[config.mk]
export PLATFORM = sky130hd
export DESIGN_NAME = gpu_line_queue
export DESIGN_NICKNAME = d
export VERILOG_FILES = /design/src/rtl/gpu_pkg.sv /design/src/rtl/gpu_cmd_fifo.sv /design/src/rtl/gpu_line_queue.sv
export SDC_FILE = /design/constraint.sdc
export NUM_CORES = 1
export LEC_CHECK = 0
export ABC_AREA = 1
export CAP_MARGIN = 10
export CORE_MARGIN = 3
export CORE_UTILIZATION = 57
export DETAILED_ROUTE_END_ITERATION = 7
export GPL_TIMING_DRIVEN = 0
export HOLD_SLACK_MARGIN = 0.12
export PLACE_DENSITY = 0.92
export SLEW_MARGIN = 20
export SYNTH_ARGS = -nofsm -noshare
export SYNTH_HDL_FRONTEND = slang
export SYNTH_HIERARCHICAL = 1
export SYNTH_SLANG_ARGS = --single-unit
[constraint.sdc]
create_clock -name clk -period 5.2 [get_ports clk]
set_clock_uncertainty 0.1 [all_clocks]
set_input_delay 1.04 -clock clk [delete_from_list [all_inputs] [get_ports clk]]
set_output_delay 1.04 -clock clk [all_outputs]
set_load 0.05 [all_outputs]
[src/rtl/gpu_pkg.sv]
// Shared definitions for the line-queue sequencer: register maps, command layout and FSM encoding.
package gpu_pkg;

    localparam int COORD_W = 9;
    localparam int CMD_W   = 4 * COORD_W + 1;

    typedef struct packed {
        logic [COORD_W-1:0] x0;
        logic [COORD_W-1:0] y0;
        logic [COORD_W-1:0] x1;
        logic [COORD_W-1:0] y1;
        logic               color;
    } line_cmd_t;

    localparam logic [3:0] CPU_X0       = 4'd0;
    localparam logic [3:0] CPU_Y0       = 4'd1;
    localparam logic [3:0] CPU_X1       = 4'd2;
    localparam logic [3:0] CPU_Y1       = 4'd3;
    localparam logic [3:0] CPU_COLOR    = 4'd4;
    localparam logic [3:0] CPU_PUSH     = 4'd5;
    localparam logic [3:0] CPU_STATUS   = 4'd6;
    localparam logic [3:0] CPU_LEVEL    = 4'd7;
    localparam logic [3:0] CPU_DONE_CNT = 4'd8;

    localparam logic [3:0] RAST_X0     = 4'd0;
    localparam logic [3:0] RAST_Y0     = 4'd1;
    localparam logic [3:0] RAST_X1     = 4'd2;
    localparam logic [3:0] RAST_Y1     = 4'd3;
    localparam logic [3:0] RAST_COLOR  = 4'd4;
    localparam logic [3:0] RAST_START  = 4'd5;
    localparam logic [3:0] RAST_STATUS = 4'd6;

    typedef enum logic [3:0] {
        S_IDLE, S_POP, S_WR_X0, S_WR_Y0, S_WR_X1, S_WR_Y1, S_WR_COL,
        S_WR_GO, S_POLL_REQ, S_POLL_BUSY, S_DONE
    } seq_state_t;

    // Rasterizer register addressed by each bus-transfer state.
    function automatic logic [3:0] rast_idx(input seq_state_t s);
        case (s)
            S_WR_X0:     return RAST_X0;
            S_WR_Y0:     return RAST_Y0;
            S_WR_X1:     return RAST_X1;
            S_WR_Y1:     return RAST_Y1;
            S_WR_COL:    return RAST_COLOR;
            S_WR_GO:     return RAST_START;
            S_POLL_REQ:  return RAST_START;
            S_POLL_BUSY: return RAST_STATUS;
            default:     return 4'd0;
        endcase
    endfunction

endpackage

[src/rtl/gpu_cmd_fifo.sv]
// Synchronous command FIFO with a combinational head; full/empty are judged on pre-pop state.
module gpu_cmd_fifo #(
    parameter int DEPTH = 8,
    parameter int WIDTH = 37
) (
    input  logic                     clk,
    input  logic                     rst,
    input  logic                     push_i,
    input  logic [WIDTH-1:0]         din_i,
    input  logic                     pop_i,
    output logic [WIDTH-1:0]         dout_o,
    output logic                     full_o,
    output logic                     empty_o,
    output logic [$clog2(DEPTH):0]   level_o
);
    localparam int AW = $clog2(DEPTH);

    logic [WIDTH-1:0] mem_q [DEPTH];
    logic [AW-1:0]    wr_ptr_q, wr_ptr_d, rd_ptr_q, rd_ptr_d;
    logic [AW:0]      count_q, count_d;
    logic             do_push, do_pop;

    assign full_o  = (count_q == (AW+1)'(DEPTH));
    assign empty_o = (count_q == '0);
    assign level_o = count_q;
    assign dout_o  = mem_q[rd_ptr_q];
    assign do_push = push_i && !full_o;
    assign do_pop  = pop_i && !empty_o;

    always_comb begin
        wr_ptr_d = wr_ptr_q + AW'(do_push);
        rd_ptr_d = rd_ptr_q + AW'(do_pop);
        count_d  = count_q + (AW+1)'(do_push) - (AW+1)'(do_pop);
    end

    always_ff @(posedge clk) begin
        if (rst) begin
            wr_ptr_q <= '0;
            rd_ptr_q <= '0;
            count_q  <= '0;
        end else begin
            wr_ptr_q <= wr_ptr_d;
            rd_ptr_q <= rd_ptr_d;
            count_q  <= count_d;
        end
    end

    always_ff @(posedge clk) begin
        if (do_push) mem_q[wr_ptr_q] <= din_i;
    end

endmodule

[src/rtl/gpu_line_queue.sv]
// CPU-facing line command queue that replays each queued line into the rasterizer over a Wishbone master.
module gpu_line_queue
    import gpu_pkg::*;
#(
    parameter int          DEPTH     = 8,
    parameter logic [31:0] RAST_BASE = 32'h0
) (
    input  logic        clk,
    input  logic        rst,
    input  logic        wb_cyc_i,
    input  logic        wb_stb_i,
    input  logic        wb_we_i,
    input  logic [3:0]  wb_sel_i,
    input  logic [31:0] wb_adr_i,
    input  logic [31:0] wb_dat_i,
    output logic        wb_ack_o,
    output logic [31:0] wb_dat_o,
    output logic        m_cyc_o,
    output logic        m_stb_o,
    output logic        m_we_o,
    output logic [3:0]  m_sel_o,
    output logic [31:0] m_adr_o,
    output logic [31:0] m_dat_o,
    input  logic [31:0] m_dat_i,
    input  logic        m_ack_i,
    output logic        done_o
);
    localparam int LW = $clog2(DEPTH) + 1;

    logic        wb_ack_q, wb_ack_d;
    logic [31:0] wb_dat_q, wb_dat_d;
    line_cmd_t   stage_q, stage_d, cmd_q, cmd_d, fifo_dout;
    logic        overflow_q, overflow_d, active_q, active_d, m_cyc_q, m_cyc_d;
    logic [15:0] done_cnt_q, done_cnt_d;
    seq_state_t  state_q, state_d;
    logic        fifo_full, fifo_empty, fifo_pop, cpu_acc, cpu_wr, cpu_push, is_wr_state;
    logic [LW-1:0] fifo_level;
    logic [3:0]  cpu_idx;
    logic        unused_ok;

    assign unused_ok = ^{wb_sel_i, wb_adr_i[31:4], wb_dat_i[31:9], m_dat_i[31:1]};
    assign cpu_acc  = wb_cyc_i && wb_stb_i && !wb_ack_q;
    assign cpu_idx  = wb_adr_i[3:0];
    assign cpu_wr   = cpu_acc && wb_we_i;
    assign cpu_push = cpu_wr && (cpu_idx == CPU_PUSH);

    gpu_cmd_fifo #(.DEPTH(DEPTH), .WIDTH(CMD_W)) u_fifo (
        .clk     (clk),
        .rst     (rst),
        .push_i  (cpu_push),
        .din_i   (stage_q),
        .pop_i   (fifo_pop),
        .dout_o  (fifo_dout),
        .full_o  (fifo_full),
        .empty_o (fifo_empty),
        .level_o (fifo_level)
    );

    always_comb begin
        stage_d    = stage_q;
        overflow_d = overflow_q;
        done_cnt_d = (state_q == S_DONE) ? done_cnt_q + 16'd1 : done_cnt_q;
        wb_ack_d   = cpu_acc;
        wb_dat_d   = 32'd0;
        if (cpu_wr) begin
            case (cpu_idx)
                CPU_X0:       stage_d.x0    = wb_dat_i[COORD_W-1:0];
                CPU_Y0:       stage_d.y0    = wb_dat_i[COORD_W-1:0];
                CPU_X1:       stage_d.x1    = wb_dat_i[COORD_W-1:0];
                CPU_Y1:       stage_d.y1    = wb_dat_i[COORD_W-1:0];
                CPU_COLOR:    stage_d.color = wb_dat_i[0];
                CPU_PUSH:     if (fifo_full) overflow_d = 1'b1;
                CPU_STATUS:   if (wb_dat_i[0]) overflow_d = 1'b0;
                CPU_DONE_CNT: done_cnt_d = 16'd0;
                default: ;
            endcase
        end else if (cpu_acc) begin
            case (cpu_idx)
                CPU_X0:       wb_dat_d = {23'd0, stage_q.x0};
                CPU_Y0:       wb_dat_d = {23'd0, stage_q.y0};
                CPU_X1:       wb_dat_d = {23'd0, stage_q.x1};
                CPU_Y1:       wb_dat_d = {23'd0, stage_q.y1};
                CPU_COLOR:    wb_dat_d = {31'd0, stage_q.color};
                CPU_STATUS:   wb_dat_d = {28'd0, overflow_q, active_q, fifo_full, fifo_empty};
                CPU_LEVEL:    wb_dat_d = {{(32-LW){1'b0}}, fifo_level};
                CPU_DONE_CNT: wb_dat_d = {16'd0, done_cnt_q};
                default:      wb_dat_d = 32'd0;
            endcase
        end
    end

    always_ff @(posedge clk) begin
        if (rst) begin
            wb_ack_q   <= 1'b0;
            wb_dat_q   <= 32'd0;
            stage_q    <= '0;
            overflow_q <= 1'b0;
            done_cnt_q <= 16'd0;
            state_q    <= S_IDLE;
            cmd_q      <= '0;
            active_q   <= 1'b0;
            m_cyc_q    <= 1'b0;
        end else begin
            wb_ack_q   <= wb_ack_d;
            wb_dat_q   <= wb_dat_d;
            stage_q    <= stage_d;
            overflow_q <= overflow_d;
            done_cnt_q <= done_cnt_d;
            state_q    <= state_d;
            cmd_q      <= cmd_d;
            active_q   <= active_d;
            m_cyc_q    <= m_cyc_d;
        end
    end

    // Each transfer state raises cyc for one transfer and drops it on the ack edge.
    always_comb begin
        state_d  = state_q;
        cmd_d    = cmd_q;
        active_d = active_q;
        m_cyc_d  = m_cyc_q;
        fifo_pop = 1'b0;
        case (state_q)
            S_IDLE: if (!fifo_empty) state_d = S_POP;
            S_POP: begin
                cmd_d    = fifo_dout;
                fifo_pop = 1'b1;
                active_d = 1'b1;
                state_d  = S_WR_X0;
            end
            S_DONE: begin
                state_d = S_IDLE;
                if (fifo_empty) active_d = 1'b0;
            end
            default: begin
                if (!m_cyc_q) begin
                    m_cyc_d = 1'b1;
                end else if (m_ack_i) begin
                    m_cyc_d = 1'b0;
                    case (state_q)
                        S_WR_X0:     state_d = S_WR_Y0;
                        S_WR_Y0:     state_d = S_WR_X1;
                        S_WR_X1:     state_d = S_WR_Y1;
                        S_WR_Y1:     state_d = S_WR_COL;
                        S_WR_COL:    state_d = S_WR_GO;
                        S_WR_GO:     state_d = S_POLL_REQ;
                        S_POLL_REQ:  state_d = m_dat_i[0] ? S_POLL_REQ : S_POLL_BUSY;
                        S_POLL_BUSY: state_d = m_dat_i[0] ? S_POLL_BUSY : S_DONE;
                        default:     state_d = S_IDLE;
                    endcase
                end
            end
        endcase
    end

    always_comb begin
        is_wr_state = (state_q inside {S_WR_X0, S_WR_Y0, S_WR_X1, S_WR_Y1, S_WR_COL, S_WR_GO});
        wb_ack_o = wb_ack_q;
        wb_dat_o = wb_dat_q;
        m_cyc_o  = m_cyc_q;
        m_stb_o  = m_cyc_q;
        m_we_o   = m_cyc_q && is_wr_state;
        m_sel_o  = m_cyc_q ? 4'b1111 : 4'b0000;
        m_adr_o  = m_cyc_q ? RAST_BASE + {28'd0, rast_idx(state_q)} : 32'd0;
        done_o   = (state_q == S_DONE);
        m_dat_o  = 32'd0;
        if (m_cyc_q) begin
            case (state_q)
                S_WR_X0:  m_dat_o = {23'd0, cmd_q.x0};
                S_WR_Y0:  m_dat_o = {23'd0, cmd_q.y0};
                S_WR_X1:  m_dat_o = {23'd0, cmd_q.x1};
                S_WR_Y1:  m_dat_o = {23'd0, cmd_q.y1};
                S_WR_COL: m_dat_o = {31'd0, cmd_q.color};
                S_WR_GO:  m_dat_o = 32'd1;
                default:  m_dat_o = 32'd0;
            endcase
        end
    end

endmodule

==> results by stage <==
Status:
- The flow ran to the end, and the final reports show no timing, DRC or antenna violations.

Synth:
- The post-synthesis xor/xnor area fraction is less than 1%.
- After synthesis, the mean cell area works out to about 9 sq um.
- Of the post-synthesis cell area, the part taken by muxes is 0%.
- The compound-cell area share of the yosys netlist is roughly 3.8%.
- Of the total synthesized cell area, the portion taken by AND, OR, NAND and NOR gates is 22.4%.
- The post-synthesis share of cell area spent on full adders, half adders and majority gates is less than 1%.
- The portion of the post-synthesis area used by sequential elements is about 60%.
- The number of different library cells used by synthesis comes to 40.
- The share of synthesized area in the top cell type comes to 46.3%.
- The area of the mapped netlist is 19200 sq um.
- The flip-flop and latch count after synthesis is 423.
- The count of warnings emitted by yosys is 6.
- The cell count after synthesis came out at roughly 2100.
- Of all cell types, the one taking the most synthesized area is sky130_fd_sc_hd__edfxtp_1.
- The main combinational cell family by area after synthesis is simple AND/OR/NAND/NOR gates.
- By area the synthesized netlist is led by sky130_fd_sc_hd__edfxtp_1, sky130_fd_sc_hd__dfxtp_1, sky130_fd_sc_hd__nand2_1.

Global routing:
- The number of antenna violations at the first check in global routing is 2.
- Summed over all layers, the global routing overflow is 0.
- The wire length of the first global-routing pass is 80700 um.
- The overall routing resource usage is about 29%.
- The pin count of the biggest net entering global routing is 16.
- The number of global-route vias before repair is 15500.

Place:
- Routability-driven placement finished with a final weighted congestion of around 0.9.
- The sum of net half-perimeters after detailed placement is between 30000 and 40000 um.
- Counting tap cells, the placed design contains a total of 2741 instances.
- During placement, the flow inserted port buffers numbering between 50 and 60.

Final layout:
- The fraction of final layout cells with drive strength greater than 1 is 12.0%.
- The number of non-filler instances in the completed layout is approximately 2800.
- The filler cells instantiated in the layout total ~2200.
- The net count reported at finish is between 2000 and 2500.
- The area overhead of the layout relative to synthesis is 15.9%.
- The top cell types in the final layout, fill and taps aside, are sky130_fd_sc_hd__nand2_1, sky130_fd_sc_hd__inv_1, sky130_fd_sc_hd__edfxtp_1, sky130_fd_sc_hd__nor2_1, sky130_fd_sc_hd__nand3_1.
- 0 antenna diodes ended up in the layout.
- The library cell used most frequently in the layout, excluding fill and tap cells, is sky130_fd_sc_hd__nand2_1.

STA:
- The timing-limited maximum frequency is 0.241 GHz.
- Setup repair after global routing left no endpoint under its margin.
- The transition at the pin with the smallest max-transition slack is between 0.9 and 1 ns.
- The final number of hold-violating endpoints is 0.
- The relative slew slack is between 30% and 40%.
- The share of the cycle needed by the critical path after routing is between 70% and 80%.
- The final max-slew violation count came to 0.
- The time the final worst path needs with I/O delays and setup is 4.16 ns.
- Setup violations remaining at the end of the flow were counted as 0.

Worst hold path:
- The worst min-delay path category is reg -> reg.

Floorplanning:
- between 200 and 250 I/O pins were placed.
- The area inside the core boundary is 32900 sq um.
- The die width is 190 um.
- The die covers about 36000 sq um.
- The height of the die is 190 um.
- The number of placement rows is 66.
- Once the floorplan was initialized, standard cells occupied 58.4% of the core.

Setup path:
- Of all nets on the critical path, the largest fanout is 9.
- The worst setup path is launched from a flop.
- The worst setup path is captured at a primary output.
- The critical path in this run is classified as reg -> out.
- The worst register-to-register path has a setup slack of 1.84 ns.
- The critical path arrival is approximately 3.0 ns.
- Data on the critical path is required at its endpoint by about 4.1 ns.

Routing:
- After detailed routing, the average wire length per cell comes to ~19 um.
- The final route contains 15700 vias.
- For this run, design rule violations remaining after detail routing come to 0.
- In this run the remaining antenna-violating nets after routing total 0.
- After detailed routing, the number of vias per cell comes to 5.56.
- The first-pass iteration count of the detailed router is 8.
- The DRC violation total after the first TritonRoute iteration is around 2400.
- The total wire length is around 53000 um.

Clock tree:
- The cell at the root of the clock tree is sky130_fd_sc_hd__clkbuf_16.
- For the worst-skew pair, the clock arrives at the later sink with an insertion delay of ~0.55 ns.
- The deepest clock path buffer count is 3.
- CTS built an H-tree with a depth of 2.
- The number of clock sinks is roughly 420.
- The number of buffers created by CTS is 42.
- After clock tree synthesis, the setup repair step added 0 buffers.
- After clock tree synthesis, the clock-pin slew on the worst setup and hold paths is about 0.07 ns.
- TritonCTS built the clock tree.
- The number of hold-repair buffers added at the cts stage is 0.
- In this run, post-CTS repair resized a total of 0 instances.

Power and ir drop:
- The design draws roughly 9.0 mW.
- The peak ir drop on the vdd network is between 0.2 and 0.3 mV.
- The power density over the cells is roughly 400 nW/um^2.
- The leakage power summed over all cells is 10.1 nW.

Run:
- The tool flagged a number of max-cap violations equal to 0.
state kept, by name, summed over array words and instances (netlist names), 4 cells and up, named ones only:
signal	count
u_fifo/mem_q	296
cmd_q	37
stage_q	37
done_cnt_q	16
wb_dat_o	16
state_q	4
u_fifo/level_o	4
final timing paths:
check / cells after the start / start / to
setup / recovery: 7 / state_q[3] / m_dat_o[7]
hold reg to reg: 2 / overflow_q / overflow_q
setup reg to reg: 14 / state_q[1] / u_fifo/level_o[1]
hold / removal: 2 / overflow_q / overflow_q
kinds of logic after synthesis:
group / count (synthesis)
AOI/OAI and AO/OA: 129
xor gates and xnor gates: 14
and+or+nand+nor: 1037
other: 1
DFF: 423
buffers and inverters: 525
adders and majority gates: 12
Yosys cell counts, drive strengths merged:
cell	instances
a32o	1
o21ai	87
conb	1
fa	1
a21oi	22
buf	139
xnor2	6
clkbuf	16
ha	11
nor3	23
dfxtp	127
nor2	212
nand4	7
a221oi	9
a41oi	8
a31oi	1
nand3	188
xor2	8
edfxtp	296
nand2	606
and3	1
clkinv	5
inv	365
a211oi	1
metal layers:
layer	vias up	GRT usage (%)	routed length, um
met2	1289	49.3	25500
met4	4	14.8	2510
met3	241	6.87	6980
li1	7005	-	-
met1	7120	34.2	18200
met5	-	0	27
worst max-delay path, stage by stage, from the launching register on:
cell	delay (ns)
sky130_fd_sc_hd__dfxtp_1	0.31
sky130_fd_sc_hd__buf_6	0.13
sky130_fd_sc_hd__inv_2	0.08
sky130_fd_sc_hd__nand2_1	0.10
sky130_fd_sc_hd__nor2_1	0.47
sky130_fd_sc_hd__nand2_1	0.21
sky130_fd_sc_hd__a41oi_1	0.29
sky130_fd_sc_hd__clkdlybuf4s50_1	0.87
cell type report:
cell class | count | area [sq um] | area share, %
clock buffers | 57 | 1170 | 5.25
clock inverters | 19 | 165 | 0.742
plain buffers | 155 | 1050 | 4.73
flip-flops and latches | 423 | 11400 | 51.4
inverters | 370 | 1390 | 6.25
well taps | 442 | 553 | 2.48
multi-input cells | 1260 | 5610 | 25.2
repair buffers | 91 | 880 | 3.95
power breakdown:
part           switching [mW]  internal (mW)  total, mW
registers               0.116           3.71       3.82
logic                    1.54          0.661       2.20
clock network            1.26           1.68       2.95
total                    2.92           6.05       8.97
through the flow:
stage / hold WS, ns / util [%] / TNS (ns) / area (sq um) / setup slack [ns]
after floorplan: 0.330 / - / 0 / 19400 / 0.288
after global placement: 0.350 / 62.6 / -685.77 / 20600 / -2.49
after detailed placement: 0.361 / 63.7 / 0 / 20900 / 0.694
after CTS: 0.369 / 67.7 / 0 / 22300 / 1.06
after global routing: 0.395 / 67.7 / 0 / 22300 / 0.909
final: 0.377 / 67.7 / 0 / 22300 / 1.04
No activity file was read; power rests on OpenSTA's default activity.
